===== config.mk =====
export PLATFORM = sky130hd
export DESIGN_NAME = ball_scan_ctrl_flat
export DESIGN_NICKNAME = d
export VERILOG_FILES = /design/src/rtl/ball_pkg.sv /design/src/rtl/ball_scan_ctrl_if.sv /design/src/rtl/ball_run_tracker.sv /design/src/rtl/ball_scan_ctrl.sv /design/src/flat_wrapper.sv
export SDC_FILE = /design/constraint.sdc
export NUM_CORES = 1
export LEC_CHECK = 0
export ABC_CLOCK_PERIOD_IN_PS = 11200
export CAP_MARGIN = 10
export CORE_MARGIN = 2
export CORE_UTILIZATION = 30
export DETAILED_ROUTE_END_ITERATION = 7
export PLACE_DENSITY = 0.44
export SLEW_MARGIN = 5
export SYNTH_ARGS = -nofsm -noshare
export SYNTH_HDL_FRONTEND = slang
export SYNTH_SLANG_ARGS = --single-unit

===== constraint.sdc =====
create_clock -name clk -period 11.2 [get_ports clk]
set_input_delay 3.36 -clock clk [delete_from_list [all_inputs] [get_ports clk]]
set_output_delay 3.36 -clock clk [all_outputs]
set_load 0.05 [all_outputs]

===== src/rtl/ball_pkg.sv =====
// Shared types for the ball scan controller: colour classes, coordinate widths,
// frame/line FSM states and the run descriptor passed between tracker and top.
package ball_pkg;

  localparam int X_W = 10;
  localparam int Y_W = 9;

  localparam int H_ACTIVE_DEF  = 640;
  localparam int V_ACTIVE_DEF  = 480;
  localparam int MIN_RUN_DEF   = 4;
  localparam int BLACK_GAP_DEF = 3;

  typedef enum logic [2:0] {
    C_VOID   = 3'd0,
    C_RED    = 3'd1,
    C_BLUE   = 3'd2,
    C_YELLOW = 3'd3,
    C_BLACK  = 3'd4
  } color_e;

  typedef enum logic [1:0] {F_IDLE, F_SCAN, F_REPORT} frame_state_e;
  typedef enum logic [1:0] {L_OUT, L_RUN, L_GAP} line_state_e;

  typedef struct packed {
    logic           vld;
    logic [X_W-1:0] start;
    logic [X_W-1:0] last;
  } run_t;

  function automatic logic [X_W-1:0] x_inc(input logic [X_W-1:0] x);
    return (x == '1) ? x : x + X_W'(1);
  endfunction

  function automatic logic [Y_W-1:0] y_inc(input logic [Y_W-1:0] y);
    return (y == '1) ? y : y + Y_W'(1);
  endfunction

endpackage


===== src/rtl/ball_scan_ctrl_if.sv =====
// Pixel-stream inputs and result handshake of the ball scan controller.
interface ball_scan_ctrl_if;

  logic                      frame_start;
  logic                      frame_end;
  logic                      line_start;
  logic                      pix_valid;
  logic [2:0]                pix_color;
  logic [2:0]                target_color;
  logic                      res_valid;
  logic                      res_ready;
  logic                      res_found;
  logic [ball_pkg::X_W-1:0]  res_x_min;
  logic [ball_pkg::X_W-1:0]  res_x_max;
  logic [ball_pkg::Y_W-1:0]  res_y_min;
  logic [ball_pkg::Y_W-1:0]  res_y_max;
  logic                      busy;

  modport slave (
    input  frame_start, frame_end, line_start, pix_valid, pix_color, target_color, res_ready,
    output res_valid, res_found, res_x_min, res_x_max, res_y_min, res_y_max, busy
  );

  modport master (
    output frame_start, frame_end, line_start, pix_valid, pix_color, target_color, res_ready,
    input  res_valid, res_found, res_x_min, res_x_max, res_y_min, res_y_max, busy
  );

endinterface


===== src/rtl/ball_run_tracker.sv =====
// Per-line run tracker: follows target-colour runs with short BLACK gaps and keeps the
// longest qualifying run; fin_o is the line best with the open run already closed.
module ball_run_tracker
  import ball_pkg::*;
#(
  parameter int MIN_RUN   = MIN_RUN_DEF,
  parameter int BLACK_GAP = BLACK_GAP_DEF
) (
  input  logic           clk,
  input  logic           rst,
  input  logic           clr_i,
  input  logic           pix_en_i,
  input  logic           pix_match_i,
  input  logic           pix_black_i,
  input  logic [X_W-1:0] pix_x_i,
  output run_t           fin_o
);

  localparam int GAP_W = $clog2(BLACK_GAP + 1);
  localparam logic [X_W:0]   MIN_W   = MIN_RUN[X_W:0];
  localparam logic [GAP_W-1:0] GAP_MAX = BLACK_GAP[GAP_W-1:0];

  line_state_e      state_q, state_d;
  run_t             best_q, best_d;
  logic [X_W-1:0]   run_start_q, run_start_d;
  logic [X_W-1:0]   run_last_q, run_last_d;
  logic [GAP_W-1:0] gap_q, gap_d;

  // Candidate replaces the best only when strictly longer, so ties keep the earlier run.
  function automatic run_t close_run(input run_t best, input logic [X_W-1:0] rs,
                                     input logic [X_W-1:0] rl);
    logic [X_W:0] w;
    logic [X_W:0] bw;
    w  = {1'b0, rl} - {1'b0, rs} + (X_W+1)'(1);
    bw = {1'b0, best.last} - {1'b0, best.start} + (X_W+1)'(1);
    if (w >= MIN_W && (!best.vld || w > bw)) return '{vld: 1'b1, start: rs, last: rl};
    return best;
  endfunction

  line_state_e st;
  run_t        base_best;

  always_comb begin
    st          = clr_i ? L_OUT : state_q;
    base_best   = clr_i ? '0 : best_q;
    state_d     = st;
    best_d      = base_best;
    run_start_d = run_start_q;
    run_last_d  = run_last_q;
    gap_d       = gap_q;
    if (pix_en_i) begin
      case (st)
        L_OUT: if (pix_match_i) begin
          state_d     = L_RUN;
          run_start_d = pix_x_i;
          run_last_d  = pix_x_i;
        end
        L_RUN: if (pix_match_i) begin
          run_last_d = pix_x_i;
        end else if (pix_black_i) begin
          state_d = L_GAP;
          gap_d   = GAP_W'(1);
        end else begin
          best_d  = close_run(base_best, run_start_q, run_last_q);
          state_d = L_OUT;
        end
        L_GAP: if (pix_match_i) begin
          state_d    = L_RUN;
          run_last_d = pix_x_i;
        end else if (pix_black_i && gap_q != GAP_MAX) begin
          gap_d = gap_q + GAP_W'(1);
        end else begin
          best_d  = close_run(base_best, run_start_q, run_last_q);
          state_d = L_OUT;
        end
        default: state_d = L_OUT;
      endcase
    end
  end

  assign fin_o = (state_q == L_OUT) ? best_q : close_run(best_q, run_start_q, run_last_q);

  always_ff @(posedge clk) begin
    if (rst) begin
      state_q     <= L_OUT;
      best_q      <= '0;
      run_start_q <= '0;
      run_last_q  <= '0;
      gap_q       <= '0;
    end else begin
      state_q     <= state_d;
      best_q      <= best_d;
      run_start_q <= run_start_d;
      run_last_q  <= run_last_d;
      gap_q       <= gap_d;
    end
  end

endmodule


===== src/rtl/ball_scan_ctrl.sv =====
// Frame FSM, x/y counters and bbox merge; result registered 1 cycle after frame_end and
// held in F_REPORT until res_ready, during which new frames are dropped.
module ball_scan_ctrl
  import ball_pkg::*;
#(
  parameter int H_ACTIVE  = H_ACTIVE_DEF,
  parameter int V_ACTIVE  = V_ACTIVE_DEF,
  parameter int MIN_RUN   = MIN_RUN_DEF,
  parameter int BLACK_GAP = BLACK_GAP_DEF
) (
  input logic              clk,
  input logic              rst,
  ball_scan_ctrl_if.slave  bus
);

  localparam logic [X_W:0] H_LIM = H_ACTIVE[X_W:0];
  localparam logic [Y_W:0] V_LIM = V_ACTIVE[Y_W:0];

  frame_state_e   fstate_q;
  color_e         target_q;
  logic           line_vld_q;
  logic [X_W-1:0] x_q;
  logic [Y_W-1:0] y_q;
  logic [X_W-1:0] bx_min_q, bx_max_q;
  logic [Y_W-1:0] by_min_q, by_max_q;
  logic           found_q;
  logic           res_valid_q, res_found_q, busy_q;
  logic [X_W-1:0] res_x_min_q, res_x_max_q;
  logic [Y_W-1:0] res_y_min_q, res_y_max_q;

  logic           scan, begin_frame, lstart, close_line, trk_clr, pix_en, pix_match, pix_black;
  logic [X_W-1:0] pix_x;
  logic [Y_W-1:0] pix_y;
  logic [X_W-1:0] mx_min, mx_max;
  logic [Y_W-1:0] my_min, my_max;
  logic           m_found;
  run_t           fin;

  assign scan        = (fstate_q == F_SCAN);
  assign begin_frame = bus.frame_start && ((fstate_q == F_IDLE) || (scan && !bus.frame_end));
  assign lstart      = scan && bus.line_start && !bus.frame_end && !bus.frame_start;

  // A pixel sharing the line_start cycle already belongs to the new line at x=0.
  assign pix_x = lstart ? '0 : x_q;
  assign pix_y = lstart ? (line_vld_q ? y_inc(y_q) : '0) : y_q;

  assign pix_en = scan && bus.pix_valid && !bus.frame_end && !bus.frame_start
                  && (lstart || line_vld_q)
                  && ({1'b0, pix_x} < H_LIM) && ({1'b0, pix_y} < V_LIM);

  assign pix_match = (target_q != C_VOID) && (target_q != C_BLACK)
                     && (bus.pix_color == target_q);
  assign pix_black = (bus.pix_color == C_BLACK);

  assign trk_clr    = begin_frame || (scan && (bus.frame_end || bus.line_start));
  assign close_line = scan && (bus.frame_end || lstart) && line_vld_q && fin.vld;

  ball_run_tracker #(
    .MIN_RUN   (MIN_RUN),
    .BLACK_GAP (BLACK_GAP)
  ) u_trk (
    .clk         (clk),
    .rst         (rst),
    .clr_i       (trk_clr),
    .pix_en_i    (pix_en),
    .pix_match_i (pix_match),
    .pix_black_i (pix_black),
    .pix_x_i     (pix_x),
    .fin_o       (fin)
  );

  always_comb begin
    mx_min  = bx_min_q;
    mx_max  = bx_max_q;
    my_min  = by_min_q;
    my_max  = by_max_q;
    m_found = found_q;
    if (close_line) begin
      if (fin.start < bx_min_q) mx_min = fin.start;
      if (fin.last  > bx_max_q) mx_max = fin.last;
      if (y_q < by_min_q)       my_min = y_q;
      if (y_q > by_max_q)       my_max = y_q;
      m_found = 1'b1;
    end
  end

  always_ff @(posedge clk) begin
    if (rst) begin
      fstate_q    <= F_IDLE;
      target_q    <= C_VOID;
      line_vld_q  <= 1'b0;
      x_q         <= '0;
      y_q         <= '0;
      bx_min_q    <= '0;
      bx_max_q    <= '0;
      by_min_q    <= '0;
      by_max_q    <= '0;
      found_q     <= 1'b0;
      res_valid_q <= 1'b0;
      res_found_q <= 1'b0;
      res_x_min_q <= '0;
      res_x_max_q <= '0;
      res_y_min_q <= '0;
      res_y_max_q <= '0;
      busy_q      <= 1'b0;
    end else if (begin_frame) begin
      fstate_q   <= F_SCAN;
      target_q   <= color_e'(bus.target_color);
      line_vld_q <= 1'b0;
      x_q        <= '0;
      y_q        <= '0;
      bx_min_q   <= '1;
      bx_max_q   <= '0;
      by_min_q   <= '1;
      by_max_q   <= '0;
      found_q    <= 1'b0;
      busy_q     <= 1'b1;
    end else begin
      case (fstate_q)
        F_SCAN: begin
          if (bus.frame_end) begin
            fstate_q    <= F_REPORT;
            res_valid_q <= 1'b1;
            res_found_q <= m_found;
            res_x_min_q <= m_found ? mx_min : '0;
            res_x_max_q <= m_found ? mx_max : '0;
            res_y_min_q <= m_found ? my_min : '0;
            res_y_max_q <= m_found ? my_max : '0;
          end else begin
            if (lstart) begin
              line_vld_q <= 1'b1;
              y_q        <= pix_y;
              bx_min_q   <= mx_min;
              bx_max_q   <= mx_max;
              by_min_q   <= my_min;
              by_max_q   <= my_max;
              found_q    <= m_found;
            end
            if (bus.pix_valid) x_q <= x_inc(pix_x);
            else if (lstart)   x_q <= '0;
          end
        end
        F_REPORT: if (bus.res_ready) begin
          fstate_q    <= F_IDLE;
          res_valid_q <= 1'b0;
          busy_q      <= 1'b0;
        end
        default: fstate_q <= F_IDLE;
      endcase
    end
  end

  assign bus.res_valid = res_valid_q;
  assign bus.res_found = res_found_q;
  assign bus.res_x_min = res_x_min_q;
  assign bus.res_x_max = res_x_max_q;
  assign bus.res_y_min = res_y_min_q;
  assign bus.res_y_max = res_y_max_q;
  assign bus.busy      = busy_q;

endmodule


===== src/flat_wrapper.sv =====
// flat-port wrapper written by rule: the top's interface ports become plain ports
module ball_scan_ctrl_flat import ball_pkg::*;
#(
  parameter int H_ACTIVE  = H_ACTIVE_DEF,
  parameter int V_ACTIVE  = V_ACTIVE_DEF,
  parameter int MIN_RUN   = MIN_RUN_DEF,
  parameter int BLACK_GAP = BLACK_GAP_DEF
)
  (clk, rst, bus_frame_start, bus_frame_end, bus_line_start, bus_pix_valid, bus_pix_color, bus_target_color, bus_res_ready, bus_res_valid, bus_res_found, bus_res_x_min, bus_res_x_max, bus_res_y_min, bus_res_y_max, bus_busy);
  ball_scan_ctrl_if bus_i ();
  input logic clk;
  input logic rst;
  input wire logic [$bits(bus_i.frame_start)-1:0] bus_frame_start;
  input wire logic [$bits(bus_i.frame_end)-1:0] bus_frame_end;
  input wire logic [$bits(bus_i.line_start)-1:0] bus_line_start;
  input wire logic [$bits(bus_i.pix_valid)-1:0] bus_pix_valid;
  input wire logic [$bits(bus_i.pix_color)-1:0] bus_pix_color;
  input wire logic [$bits(bus_i.target_color)-1:0] bus_target_color;
  input wire logic [$bits(bus_i.res_ready)-1:0] bus_res_ready;
  output wire logic [$bits(bus_i.res_valid)-1:0] bus_res_valid;
  output wire logic [$bits(bus_i.res_found)-1:0] bus_res_found;
  output wire logic [$bits(bus_i.res_x_min)-1:0] bus_res_x_min;
  output wire logic [$bits(bus_i.res_x_max)-1:0] bus_res_x_max;
  output wire logic [$bits(bus_i.res_y_min)-1:0] bus_res_y_min;
  output wire logic [$bits(bus_i.res_y_max)-1:0] bus_res_y_max;
  output wire logic [$bits(bus_i.busy)-1:0] bus_busy;
  assign bus_i.frame_start = bus_frame_start;
  assign bus_i.frame_end = bus_frame_end;
  assign bus_i.line_start = bus_line_start;
  assign bus_i.pix_valid = bus_pix_valid;
  assign bus_i.pix_color = bus_pix_color;
  assign bus_i.target_color = bus_target_color;
  assign bus_i.res_ready = bus_res_ready;
  assign bus_res_valid = bus_i.res_valid;
  assign bus_res_found = bus_i.res_found;
  assign bus_res_x_min = bus_i.res_x_min;
  assign bus_res_x_max = bus_i.res_x_max;
  assign bus_res_y_min = bus_i.res_y_min;
  assign bus_res_y_max = bus_i.res_y_max;
  assign bus_busy = bus_i.busy;
  ball_scan_ctrl #(.H_ACTIVE(H_ACTIVE), .V_ACTIVE(V_ACTIVE), .MIN_RUN(MIN_RUN), .BLACK_GAP(BLACK_GAP)) u_core (.clk(clk), .rst(rst), .bus(bus_i));
endmodule

==> summary.txt <==
Status = finished clean
H-tree levels = 4
Placed cell count = 1,603
Netlist cell types = 84
Post-synth top flop = dfxtp_1
Cell Pwr Density = 107 nW/um^2
CP cell instances = clkdlybuf4s50_1, o21ai_0, a21o_1, buf_4, nand2_1, inv_1, ha_1, inv_1, ha_1, a21o_1, a21oi_1, xnor2_1, ha_1, and3_1, o21ai_0, a31oi_1, o21ai_0, maj3_1, o22ai_1, nor4_1, o21ai_0, o21ai_1, nor4_4, a32o_1
Worst min-delay path class = reg -> reg
CTS Buf Count = 17
Fin util = 0.351
DR iter-0 viols = 479
Setup violators final = 0
Maximum capacitance violations = 0
Worst Max-Slew Pin Slew = 1.06 ns
Routed wire length = 28,000 microns
Initial antenna violation count = 0
Cell depth of the worst flop-to-flop path = 27
Root Driver = clkbuf_16
Seq cells post-synth = 150
Worst path most repeated cell = o21ai_0
Largest net degree at the start of global routing = 70
Final setup margin = 2.74 ns
# hold bufs at CTS = 0
WS Path Type = in -> reg
Worst slew margin = 0.288
Crit start category = input port
VDD IR-drop max = 114 uV
Number of synthesis warnings = 0
Crit end category = flip-flop
Clk slew on worst S/H paths = 0.07 ns
Routability cong. = 0.827
Seq/Total Area, Yosys = 0.304
Crit path time final = 8.46 ns
Worst path required time = 11.57 ns
Fillers = 3,382
CTS tree = built
Ports = 54
Row cnt = 66
GR Overflow Total = 0
WHS = 0.445 ns
Worst path slowest cell = nor4_4
Area Growth Syn to Fin = 15.2%
Hpwl dp = 20,900 microns
GRT Overall Usage = 0.169
Hold path cells = 2
Final Skew = 0.0141 ns
HP Start = u_core.bus.res_x_min[4]
Hold endpoint = u_core.bus.res_x_min[4]
Fmax achieved = 0.118 GHz
Core ar. = 32,500 sq um
Die area = 34,400 sq um
CP max stage delay = 0.72 ns
Reg2reg end = u_core.bx_min_q[4]
DR vias/cell = 5.02
Die extent in y = 186 microns
FF-to-FF Start = u_core.u_trk.run_start_q[5]
LEAKAGE = 0.00435 uW
Post-DRT Antenna Nets = 0
First-pass GRT wire length = 44,700 microns
Router iterations before antenna repair = 5
# clock sinks = 150
RSZ-0062 raised after global routing = false
Post-CTS Setup Bufs = 0
# port buffers = 53
Critical-path maximum fanout = 35
Reg2Reg Setup Slack = 3.37 ns
Pre-CTS WS = 2.29 ns
Syn nets = 1,283
Number of synthesized flops with an enable pin = 0
Netlist Area Pre-Place = 9880 sq um
Layout cells sized above 1 = 0.0713
Period Utilization, post-route = 0.755
Clock Tree Buf Depth = 2
Worst Path Arrival = 8.83 ns
Avg Synthesized Cell Area = 8.58 sq um
Vias in the first global route = 7,831
# nets final = 1,311
WL per Instance = 17.2 microns
FFs w/ async S/R, synth = 0
Inserted Diodes = 0
Layout Cells excl Fill = 1,634
Post-route DRC = 0
Setup TNS = 0 ns
Final Hold Vio Count = 0
Mapped Cells = 1,152
Worst skew pair latency = 0.43 ns
Max-slew violation count = 0
Initial Utilization = 0.305
Post-CTS resize count = 0
Vias = 8,210
Die Width = 186 microns
[routing by layer]
| layer | track usage | routed length, microns | up-vias | part of all wire |
|---|---|---|---|---|
| met2 | 0.256 | 12100 | 156 | 0.43 |
| met3 | 0.0278 | 967 | 22 | 0.035 |
| met1 | 0.250 | 14600 | 3863 | 0.52 |
| met5 | 0 | 0 | - | 0 |
| li1 | - | - | 4169 | - |
| met4 | 0.0359 | 352 | 0 | 0.013 |
[final cells by class]
type	count	area (sq um)	share of cell area
Clock buffer	20	457	0.0401
Tap cell	442	553	0.0486
Multi-Input combinational cell	844	6240	0.548
Inverter	107	402	0.0353
Clock inverter	11	150	0.0132
Sequential cell	150	3000	0.264
Timing Repair Buffer	60	578	0.0508
[where the power goes]
| group | total, uW | internal [uW] | leakage, uW | switching, uW |
|---|---|---|---|---|
| sequential | 548 | 542 | 0.00121 | 5.95 |
| combinational | 66.7 | 24.0 | 0.00285 | 42.7 |
| clock | 604 | 362 | 0.000281 | 243 |
[cell usage after synthesis (all sizes together), types with 8 or more instances]
| library cell | count | area (sq um) |
|---|---|---|
| a2bb2oi | 9 | 78.8 |
| nand4 | 12 | 75.1 |
| nand2 | 73 | 274 |
| ha | 115 | 1440 |
| nor3 | 34 | 175 |
| a21o | 24 | 188 |
| xor2 | 14 | 123 |
| o21ai | 78 | 394 |
| mux2i | 72 | 721 |
| a21oi | 50 | 280 |
| inv | 107 | 402 |
| a32o | 17 | 170 |
| clkbuf | 30 | 114 |
| o21a | 13 | 97.6 |
| buf | 21 | 135 |
| and3 | 8 | 50.1 |
| a31oi | 9 | 86.3 |
| nand3 | 26 | 130 |
| dfxtp | 150 | 3000 |
| a211oi | 15 | 130 |
| mux2 | 10 | 113 |
| and2 | 20 | 128 |
| nor2 | 121 | 469 |
| a221oi | 10 | 113 |
| xnor2 | 16 | 148 |
[how the worst max path moves through the flow]
stage	cells after the start	end	from	slack, ns
global placement	24	u_core.u_trk.best_q[5]	bus_frame_end	2.39
floorplan	24	u_core.u_trk.best_q[0]	bus_frame_end	3.53
CTS	24	u_core.u_trk.best_q[5]	bus_frame_end	2.74
detailed placement	24	u_core.u_trk.best_q[14]	bus_frame_end	2.29
global route	24	u_core.u_trk.best_q[2]	bus_frame_end	2.19
finish	24	u_core.u_trk.best_q[14]	bus_frame_end	2.74
[cell families (layout without fill, tap and decap cells)]
logic type / count (synthesis) / in the layout / synth area share
buffers and inverters: 158 / 198 / 0.0658
multiplexers: 82 / 82 / 0.0843
AND/OR/NAND/NOR: 331 / 331 / 0.160
XOR/XNOR: 30 / 30 / 0.0273
AO/OA/AOI/OAI: 282 / 282 / 0.206
flip-flops: 150 / 150 / 0.304
adder cells (fa/ha/maj): 119 / 119 / 0.153
[layout by cell type (no fill, tap or decap), drive strengths merged, types with 26 or more instances in the layout]
cell / count
mux2i: 72
nand3: 26
inv: 108
nor2: 121
nor3: 34
nand2: 73
a21oi: 50
clkdlybuf4s50: 52
dfxtp: 150
ha: 115
o21ai: 78
[state kept, by name, summed over array words and instances, names as in the netlist, 10 cells and up]
register,count
u_core.u_trk.best_q,21
u_core.bus.res_x_max,10
u_core.bus.res_x_min,10
u_core.bx_max_q,10
u_core.bx_min_q,10
u_core.u_trk.run_last_q,10
u_core.u_trk.run_start_q,10
u_core.x_q,10
[worst max-delay path: cells and delay by family]
kind	cells	cell delay, ns
AOI/OAI and AO/OA	11	2.12
xor gates and xnor gates	1	0.11
adders and majority gates	4	1.11
buffers and inverters	4	0.99
and+or+nand+nor	4	1.09
[metrics by stage]
step                      total power [uW]  cell area, sq um
after floorplan                        604              9880
after global placement                 627             10800
after detailed placement               627             10800
after CTS                             1230             11400
after global routing                  1270             11400
final                                 1220             11400
Note: power is estimated with default switching activity, not from simulation.
